$ cat src/rtl/miner_pkg.sv
// Shared widths, state encoding and helpers for the miner job controller.
// The core input word is {nonce, header}, so CORE_DATA_W is their sum.
package miner_pkg;

  localparam int HEADER_W    = 608;
  localparam int TARGET_W    = 256;
  localparam int NONCE_W     = 32;
  localparam int CORE_DATA_W = NONCE_W + HEADER_W;

  typedef enum logic [1:0] {
    ST_IDLE  = 2'd0,
    ST_RUN   = 2'd1,
    ST_DRAIN = 2'd2
  } state_t;

  // Counter width that stays legal (>=1 bit) for an interval of 1.
  function automatic int cnt_width(input int n);
    return (n > 1) ? $clog2(n) : 1;
  endfunction

endpackage

$ cat src/rtl/miner_nonce_fifo.sv
// In-flight nonce FIFO: one entry per nonce handed to the hash core, popped in issue order.
// The head is readable combinationally so a result can be paired with its nonce in the same cycle.
module miner_nonce_fifo
  import miner_pkg::*;
#(
  parameter int DEPTH = 8,
  localparam int AW = $clog2(DEPTH)
) (
  input  logic               clk,
  input  logic               reset,
  input  logic               i_push,
  input  logic [NONCE_W-1:0] i_push_data,
  input  logic               i_pop,
  output logic [NONCE_W-1:0] o_head,
  output logic               o_full,
  output logic               o_empty,
  output logic [AW:0]        o_count
);

  logic [NONCE_W-1:0] r_mem [DEPTH];
  logic [AW-1:0]      r_wr_ptr;
  logic [AW-1:0]      r_rd_ptr;
  logic [AW:0]        r_count;

  logic w_do_push;
  logic w_do_pop;

  assign o_full  = (r_count == (AW+1)'(DEPTH));
  assign o_empty = (r_count == '0);
  assign o_count = r_count;
  assign o_head  = r_mem[r_rd_ptr];

  // A push into a full FIFO is only accepted when the head leaves in the same cycle.
  assign w_do_pop  = i_pop && !o_empty;
  assign w_do_push = i_push && (!o_full || w_do_pop);

  always_ff @(posedge clk) begin
    if (w_do_push) begin
      r_mem[r_wr_ptr] <= i_push_data;
    end
  end

  always_ff @(posedge clk or posedge reset) begin
    if (reset) begin
      r_wr_ptr <= '0;
      r_rd_ptr <= '0;
      r_count  <= '0;
    end else begin
      if (w_do_push) begin
        r_wr_ptr <= r_wr_ptr + 1'b1;
      end
      if (w_do_pop) begin
        r_rd_ptr <= r_rd_ptr + 1'b1;
      end
      if (w_do_push && !w_do_pop) begin
        r_count <= r_count + 1'b1;
      end else if (w_do_pop && !w_do_push) begin
        r_count <= r_count - 1'b1;
      end
    end
  end

endmodule

$ cat src/rtl/miner_job_ctrl.sv
// Sequences one odo_keccak core over a nonce range: paced issue, in-flight tracking,
// result/nonce pairing and a valid/ready hit port towards the host.
module miner_job_ctrl
  import miner_pkg::*;
#(
  parameter int ISSUE_INTERVAL = 1000,
  parameter int FIFO_DEPTH     = 8
) (
  input  logic                   clk,
  input  logic                   reset,
  input  logic                   job_valid,
  output logic                   job_ready,
  input  logic [HEADER_W-1:0]    job_header,
  input  logic [TARGET_W-1:0]    job_target,
  input  logic [NONCE_W-1:0]     job_nonce_start,
  input  logic [NONCE_W-1:0]     job_nonce_end,
  input  logic                   abort,
  output logic [CORE_DATA_W-1:0] core_data,
  output logic [TARGET_W-1:0]    core_target,
  output logic                   core_advance,
  input  logic                   core_has_res,
  input  logic                   core_res,
  output logic                   found_valid,
  output logic [NONCE_W-1:0]     found_nonce,
  input  logic                   found_ready,
  output logic                   busy,
  output logic                   done,
  output logic [31:0]            hashes_done,
  output logic                   found_lost
);

  localparam int CNT_W   = cnt_width(ISSUE_INTERVAL);
  localparam int FIFO_AW = $clog2(FIFO_DEPTH);
  localparam logic [CNT_W-1:0]   CNT_LAST  = CNT_W'(ISSUE_INTERVAL - 1);
  localparam logic [FIFO_AW:0]   ONE_ENTRY = (FIFO_AW+1)'(1);

  state_t              r_state;
  logic [HEADER_W-1:0] r_header;
  logic [TARGET_W-1:0] r_target;
  logic [NONCE_W-1:0]  r_nonce_cur;
  logic [NONCE_W-1:0]  r_nonce_end;
  logic [CNT_W-1:0]    r_cnt;
  logic [31:0]         r_hashes_done;
  logic                r_found_valid;
  logic [NONCE_W-1:0]  r_found_nonce;
  logic                r_found_lost;
  logic                r_done;

  logic                w_full;
  logic                w_empty;
  logic [NONCE_W-1:0]  w_head;
  logic [FIFO_AW:0]    w_count;
  logic                w_pop;
  logic                w_at_term;
  logic                w_issue;
  logic                w_hit;
  logic                w_last_pop;

  assign w_pop     = core_has_res && !w_empty;
  assign w_at_term = (r_cnt == CNT_LAST);
  // A full FIFO may still issue when a result frees the head slot in the same cycle.
  assign w_issue   = (r_state == ST_RUN) && w_at_term && !abort && (!w_full || w_pop);
  assign w_hit     = w_pop && core_res;
  assign w_last_pop = w_pop && (w_count == ONE_ENTRY) && !w_issue;

  miner_nonce_fifo #(
    .DEPTH (FIFO_DEPTH)
  ) u_nonce_fifo (
    .clk         (clk),
    .reset       (reset),
    .i_push      (w_issue),
    .i_push_data (r_nonce_cur),
    .i_pop       (w_pop),
    .o_head      (w_head),
    .o_full      (w_full),
    .o_empty     (w_empty),
    .o_count     (w_count)
  );

  assign job_ready    = (r_state == ST_IDLE);
  assign busy         = (r_state != ST_IDLE);
  assign core_data    = {r_nonce_cur, r_header};
  assign core_target  = r_target;
  assign core_advance = w_issue;
  assign found_valid  = r_found_valid;
  assign found_nonce  = r_found_nonce;
  assign found_lost   = r_found_lost;
  assign done         = r_done;
  assign hashes_done  = r_hashes_done;

  always_ff @(posedge clk or posedge reset) begin
    if (reset) begin
      r_state       <= ST_IDLE;
      r_header      <= '0;
      r_target      <= '0;
      r_nonce_cur   <= '0;
      r_nonce_end   <= '0;
      r_cnt         <= '0;
      r_hashes_done <= '0;
      r_found_valid <= 1'b0;
      r_found_nonce <= '0;
      r_found_lost  <= 1'b0;
      r_done        <= 1'b0;
    end else begin
      r_done <= 1'b0;

      // Result path is live in every state so late results still drain after abort.
      if (w_pop) begin
        r_hashes_done <= r_hashes_done + 32'd1;
      end
      if (core_has_res && w_empty) begin
        r_found_lost <= 1'b1;
      end
      if (w_hit) begin
        if (!r_found_valid || found_ready) begin
          r_found_nonce <= w_head;
          r_found_valid <= 1'b1;
        end else begin
          r_found_lost <= 1'b1;
        end
      end else if (found_ready) begin
        r_found_valid <= 1'b0;
      end

      unique case (r_state)
        ST_IDLE: begin
          if (job_valid) begin
            r_header      <= job_header;
            r_target      <= job_target;
            r_nonce_cur   <= job_nonce_start;
            r_nonce_end   <= job_nonce_end;
            r_cnt         <= '0;
            r_hashes_done <= '0;
            r_found_lost  <= 1'b0;
            r_found_valid <= 1'b0;
            r_state       <= ST_RUN;
          end
        end
        ST_RUN: begin
          if (abort) begin
            r_state <= ST_DRAIN;
          end else if (w_issue) begin
            r_cnt       <= '0;
            r_nonce_cur <= r_nonce_cur + NONCE_W'(1);
            if (r_nonce_cur == r_nonce_end) begin
              r_state <= ST_DRAIN;
            end
          end else if (!w_at_term) begin
            r_cnt <= r_cnt + 1'b1;
          end
        end
        ST_DRAIN: begin
          if (w_empty || w_last_pop) begin
            r_state <= ST_IDLE;
            r_done  <= 1'b1;
          end
        end
        default: begin
          r_state <= ST_IDLE;
        end
      endcase
    end
  end

endmodule

$ cat config.mk
export PLATFORM = sky130hd
export DESIGN_NAME = miner_job_ctrl
export DESIGN_NICKNAME = d
export VERILOG_FILES = /design/src/rtl/miner_pkg.sv /design/src/rtl/miner_nonce_fifo.sv /design/src/rtl/miner_job_ctrl.sv
export SDC_FILE = /design/constraint.sdc
export NUM_CORES = 2
export LEC_CHECK = 0
export CAP_MARGIN = 20
export CORE_AREA = 4 4 728 730
export DETAILED_ROUTE_END_ITERATION = 16
export DIE_AREA = 0 0 732 734
export PLACE_DENSITY = 0.3
export SYNTH_ARGS = -nofsm -noshare
export SYNTH_HDL_FRONTEND = slang
export SYNTH_SLANG_ARGS = --single-unit
$ cat constraint.sdc
create_clock -name clk -period 41.8 [get_ports clk]
set_input_delay 4.18 -clock clk [delete_from_list [all_inputs] [get_ports clk]]
set_output_delay 4.18 -clock clk [all_outputs]
set_load 0.05 [all_outputs]
# == After elaboration in Yosys (flattened, before gate mapping) ==
# Memory sizes are Yosys's and may differ from the RTL's. A register that Yosys moved wholly into a read port is not among the register bits.
# Index checks and enable logic that the tools add are counted.
# totals
latch_bits,0
ramBits,256
n_memories,1
in_bits,935
out_inout_bits,966
regBits,985
rom_bits,0
# classes
mul,0
add_sub_neg,7
bitwise,0
n_lt_le_gt_ge,0
n_eq_ne,13
n_div,0
shift,0
reduce_logical,33
n_mux,34
# memory_table
memory,depth,word_bits,read_ports,rd_clocked_by_memory_dff,write_ports,line,rtl
u_nonce_fifo.r_mem,8,32,1,1,1,miner_nonce_fifo.sv:20,logic [NONCE_W-1:0] r_mem [DEPTH];
# op_table
op,count
32-bit two-way mux,6
"32-bit by 1-bit adder with 32-bit output, second input constant",2
32-bit one-hot mux with 2 select lines,1
10-bit two-way mux,4
32-bit equality test,1
10-bit one-hot mux with 2 select lines,1
1-bit two-way mux,14
1-bit logical AND,12
4-bit AND reduction,3
"10-bit by 1-bit adder with 10-bit output, second input constant",1
"10-bit equality test, second input constant",1
2-bit two-way mux,5
"3-bit by 2-bit != test with 1-bit output, second input constant",3
4-bit two-way mux,2
1-bit logical NOT,7
"3-bit by 1-bit adder with 3-bit output, second input constant",2
"2-bit != test, second input constant",3
2-bit one-hot mux with 3 select lines,1
2-bit nonzero test,3
"4-bit by 1-bit adder with 4-bit output, second input constant",1
"4-bit by 1-bit equality test with 1-bit output, second input constant",1
"4-bit equality test, second input constant",1
4-bit logical NOT,1
1-bit logical OR,4
6 further kinds,7

# == Logic depth before layout (Yosys ltp) ==
# depth
depth_word,10
ltp_mapped,10
depth_no_buf,9

# == Modules after synthesis ==
# Synthesis repeated with hierarchy kept, for this count alone.
# unflattened
cells_unflattened,4817
hier_area_um2,49707.7
# modules_own_cells
mod,area_per_inst_um2,seq_area_each_um2,n_inst,cells_each
miner_job_ctrl,39441.6,25199.2,1,4384
miner_nonce_fifo,10266.1,7937.6,1,433

# == Worst setup path before layout ==
# OpenSTA, ideal clock, no wires.
# synth_timing
path_kind,input to output
from,in abort
to,out core_advance
arrival_ns,5.098
n_path_buf,0
cell_stages,2
path_slack_ns,32.522
required_time_ns,37.620
path_cell_list,nor3_1 -> and2_1
# synth_between
elab_chain_len,3
# synth_rtl
item,line,rtl
start: declaration,miner_job_ctrl.sv:17,"input logic abort,"
1-bit logical NOT,miner_job_ctrl.sv:62,assign w_issue = (r_state == ST_RUN) && w_at_term && !abort && (!w_full || w_pop);
1-bit logical AND (2 in a row),miner_job_ctrl.sv:62,
end: declaration,miner_job_ctrl.sv:20,"output logic core_advance,"
# Every way passes these cells.

# == Final worst setup path ==
# layout_timing
from,in core_has_res
to,out core_advance
# layout_between
elab_chain_len,3
# layout_rtl
item,line,rtl
start: declaration,miner_job_ctrl.sv:21,"input logic core_has_res,"
1-bit logical AND,miner_job_ctrl.sv:59,assign w_pop = core_has_res && !w_empty;
1-bit logical OR,miner_job_ctrl.sv:62,
1-bit logical AND,miner_job_ctrl.sv:62,
# Every way passes these cells.

==> results.ini <==
[outcome]
status = finished clean

[die]
dieArea_sq_um = 537000
core.rowCount = 266
die_y_um = 734
core_sq_um = 524000
initial_core_util_pct = 9.43
ioPinCount = 1901
die_w_um = 732

[hold_path]
hp-start = r_header[328]
hold_path.class = reg2reg

[setup_path]
startpoint_type = input pin
crit_arrival_ns = 6.09
critPathCaptureType = primary output
required_ns = 37.62
cp_max_fo = 6
worst_r2r_startpoint = r_state[1]
path_class = in2out
cp-startpoint = core_has_res

[clocking]
clk_pin_slew_ns = 0.05
postCtsSetupRepairBufs = 0
cts.sinks = 1273
clock_latency_ns = 0.87
cts_buffers = 178
clk_path_buf_depth = 4
holdBufCountCts = 0
h-tree-depth = 4
cts_resized = 0
cts_tree = built
clockRootBuffer = clkbuf_16

[placed_design]
placed_area_sq_um = 76600
io_buffers = 1900
dp_slack_ns = 30.37
hpwlAfterDp_um = 369000
place_congestion = 0.945

[timing]
worst_hold_slack_ns = 0.470
fmax_mhz = 97.4
rsz0062_at_grt = false
period_share_pct = 24.6
skew_ns = 0.0477
setup_viol = 0
hold_viol = 0
worst_slack_ns = 31.53
worstMarginPinSlew_ns = 1.11
relSlewSlack_pct = 25.7
fin_tns_setup_ns = 0
layout_min_cycle_time_ns = 10.27
drv_slew = 0

[synth]
async_flop_share_pct = 79.9
synth_edf_count = 256
syn_area_sq_um = 49400
yosysSeqAreaShare_pct = 67.1
ys_ff_latch = 1273
synth.distinct_cells = 56
syn_area_per_cell_sq_um = 10.1
synthCells = 4880
mappedNetlistNets = 5825
synth_top_flop_cell = dfrtp_1
synth_warnings = 0

[flow_run]
max_cap_violations = 0

[routing]
drc_errors = 0
wl_um = 439000
wl_per_cell_um = 31.5
first_iter_violations = 3470
antenna_left = 0
vias = 45500
via_per_inst = 3.27
drtPass1Iterations = 6

[grt]
track_usage_pct = 15.8
antenna_found_initial = 311
grt_pass1_wl_um = 554000
grt_max_degree = 135
gr-total-overflow = 0
grt_pass1_vias = 46000

[power_and_ir_drop]
power.density_cell_area_nw_per_um2 = 95.2
p_leak_nw = 34.8
max-vdd-ir-drop_v = 0.0000515

[finish]
fillers = 58500
area_delta_synth_final_pct = 67.7
drive_above_1_share_pct = 7.09
final_area_sq_um = 82800
fin_nets = 7713

-- critical path: stages --
cell and delay [ns]:
clkdlybuf4s50_1 0.63, nor4bb_1 0.11, nor3_1 0.61, and2_1 0.29
buf_4 0.25
-- path summary, 6_finish.rpt --
| check | endpoint | cells after the start | slack, ns |
|---|---|---|---|
| worst min-delay path | r_header[328] | 2 | 0.47 |
| worst max-delay path | core_advance | 5 | 31.53 |
| worst max register to register | r_header[535] | 11 | 35.31 |
| worst min register to register | r_header[328] | 2 | 0.47 |
| max in group asynchronous | core_target[33] | 10 | 31.70 |
| min in group asynchronous | r_header[380] | 2 | 3.80 |
-- logic make-up (layout without fill, tap and decap cells) --
family / after synthesis / after routing / share of synthesized area (%)
adder cells (fa/ha/maj): 10 / 10 / 0.253
buffers and inverters: 272 / 2304 / 2.14
flip-flops: 1273 / 1273 / 67.1
multiplexers: 102 / 102 / 3.69
XOR/XNOR: 67 / 67 / 1.19
other: 0 / 54 / 0
AND/OR/NAND/NOR: 3002 / 3002 / 23.7
AO/OA/AOI/OAI: 154 / 154 / 1.90
-- through the flow --
| step | instances | total power [mW] | util (%) |
|---|---|---|---|
| 2_1_floorplan | 4880 | 4.18 | - |
| 4_1_cts | 13900 | 8.02 | 15.8 |
| 6_report | 13900 | 7.88 | 15.8 |
| 5_1_grt | 13900 | 8.24 | 15.8 |
| 3_5_place_dp | 13600 | 6.34 | 14.6 |
| 3_3_place_gp | 13600 | 6.35 | 14.6 |
-- cell type report --
cell class / instances / area, sq um / share of cell area (%)
sequential: 1273 / 33100 / 40.0
clock buffer: 249 / 5090 / 6.15
antenna: 54 / 135 / 0.163
clock inverter: 75 / 961 / 1.16
inverter: 9 / 41.3 / 0.0499
tap: 6968 / 8720 / 10.5
multi-input combinational: 3335 / 15200 / 18.4
timing repair buffer: 1971 / 19500 / 23.5
-- cell usage in the layout, fill, tap and decap left out, drive strengths merged, types with 7 or more instances in the layout --
cell type	synthesis	layout
a21oi	42	42
a31oi	12	12
and2	10	10
and3	17	17
buf	37	111
bufinv	0	16
clkbuf	226	249
clkdlybuf4s50	0	1860
clkinv	0	45
clkinvlp	0	8
dfrtp	1017	1017
diode	0	54
edfxtp	256	256
ha	10	10
inv	9	15
mux2i	38	38
mux4	64	64
nand2	2773	2773
nand2b	8	8
nand3	29	29
nand4	29	29
nor2	67	67
nor3	18	18
nor4	18	18
o21ai	55	55
o22a	11	11
o22ai	8	8
or3	7	7
xnor2	23	23
xor2	44	44
-- registers in the layout (all words and copies together), names as in the netlist, 2 cells and up --
signal / count
u_nonce_fifo.r_mem: 256
hashes_done: 32
u_nonce_fifo.o_count: 4
u_nonce_fifo.r_rd_ptr: 3
core_target: 256
u_nonce_fifo.r_wr_ptr: 3
r_nonce_end: 32
r_cnt: 10
r_nonce_cur: 32
r_state: 2
r_header: 608
found_nonce: 32
-- metal layers --
layer / share of wire (%) / GRT usage (%) / vias to the layer above
met5: 0.22 / 0 / -
met4: 2.1 / 3.03 / 150
met3: 12 / 8.00 / 672
met2: 40 / 22.2 / 2309
met1: 46 / 21.5 / 23000
li1: - / - / 19400
-- Yosys cell counts (3+ instances only) --
| master | count | area, sq um |
|---|---|---|
| ha_1 | 10 | 125 |
| buf_1 | 9 | 33.8 |
| a21oi_1 | 41 | 205 |
| and2_1 | 10 | 62.6 |
| nor2_1 | 67 | 251 |
| mux4_2 | 64 | 1440 |
| o22ai_1 | 8 | 50.1 |
| buf_2 | 27 | 135 |
| a22o_1 | 4 | 35.0 |
| or4_1 | 3 | 22.5 |
| nor3b_1 | 6 | 45.0 |
| nand2_1 | 2773 | 10400 |
| o22a_1 | 11 | 96.3 |
| xnor2_1 | 23 | 201 |
| nand2b_1 | 8 | 50.1 |
| and4_1 | 4 | 35.0 |
| a31oi_1 | 12 | 75.1 |
| and3_1 | 16 | 100 |
| nor4_1 | 17 | 106 |
| nand4_1 | 28 | 175 |
| dfrtp_1 | 1017 | 25400 |
| mux2i_1 | 38 | 380 |
| inv_1 | 9 | 33.8 |
| or3_1 | 7 | 43.8 |
| nand3_1 | 28 | 140 |
| a2bb2oi_1 | 5 | 43.8 |
| edfxtp_1 | 256 | 7690 |
| nand3b_1 | 3 | 22.5 |
| o21ai_0 | 55 | 275 |
| clkbuf_1 | 226 | 848 |
| nor3_1 | 18 | 90.1 |
| xor2_1 | 44 | 385 |
| o2bb2a_1 | 3 | 30.0 |
-- report_power, final --
group	switching (mW)	total, mW	internal (mW)
Clock	0.656	1.61	0.953
Combinational	2.99	4.02	1.03
Sequential	0.488	2.25	1.76
Power figures use the tool's default switching activity.
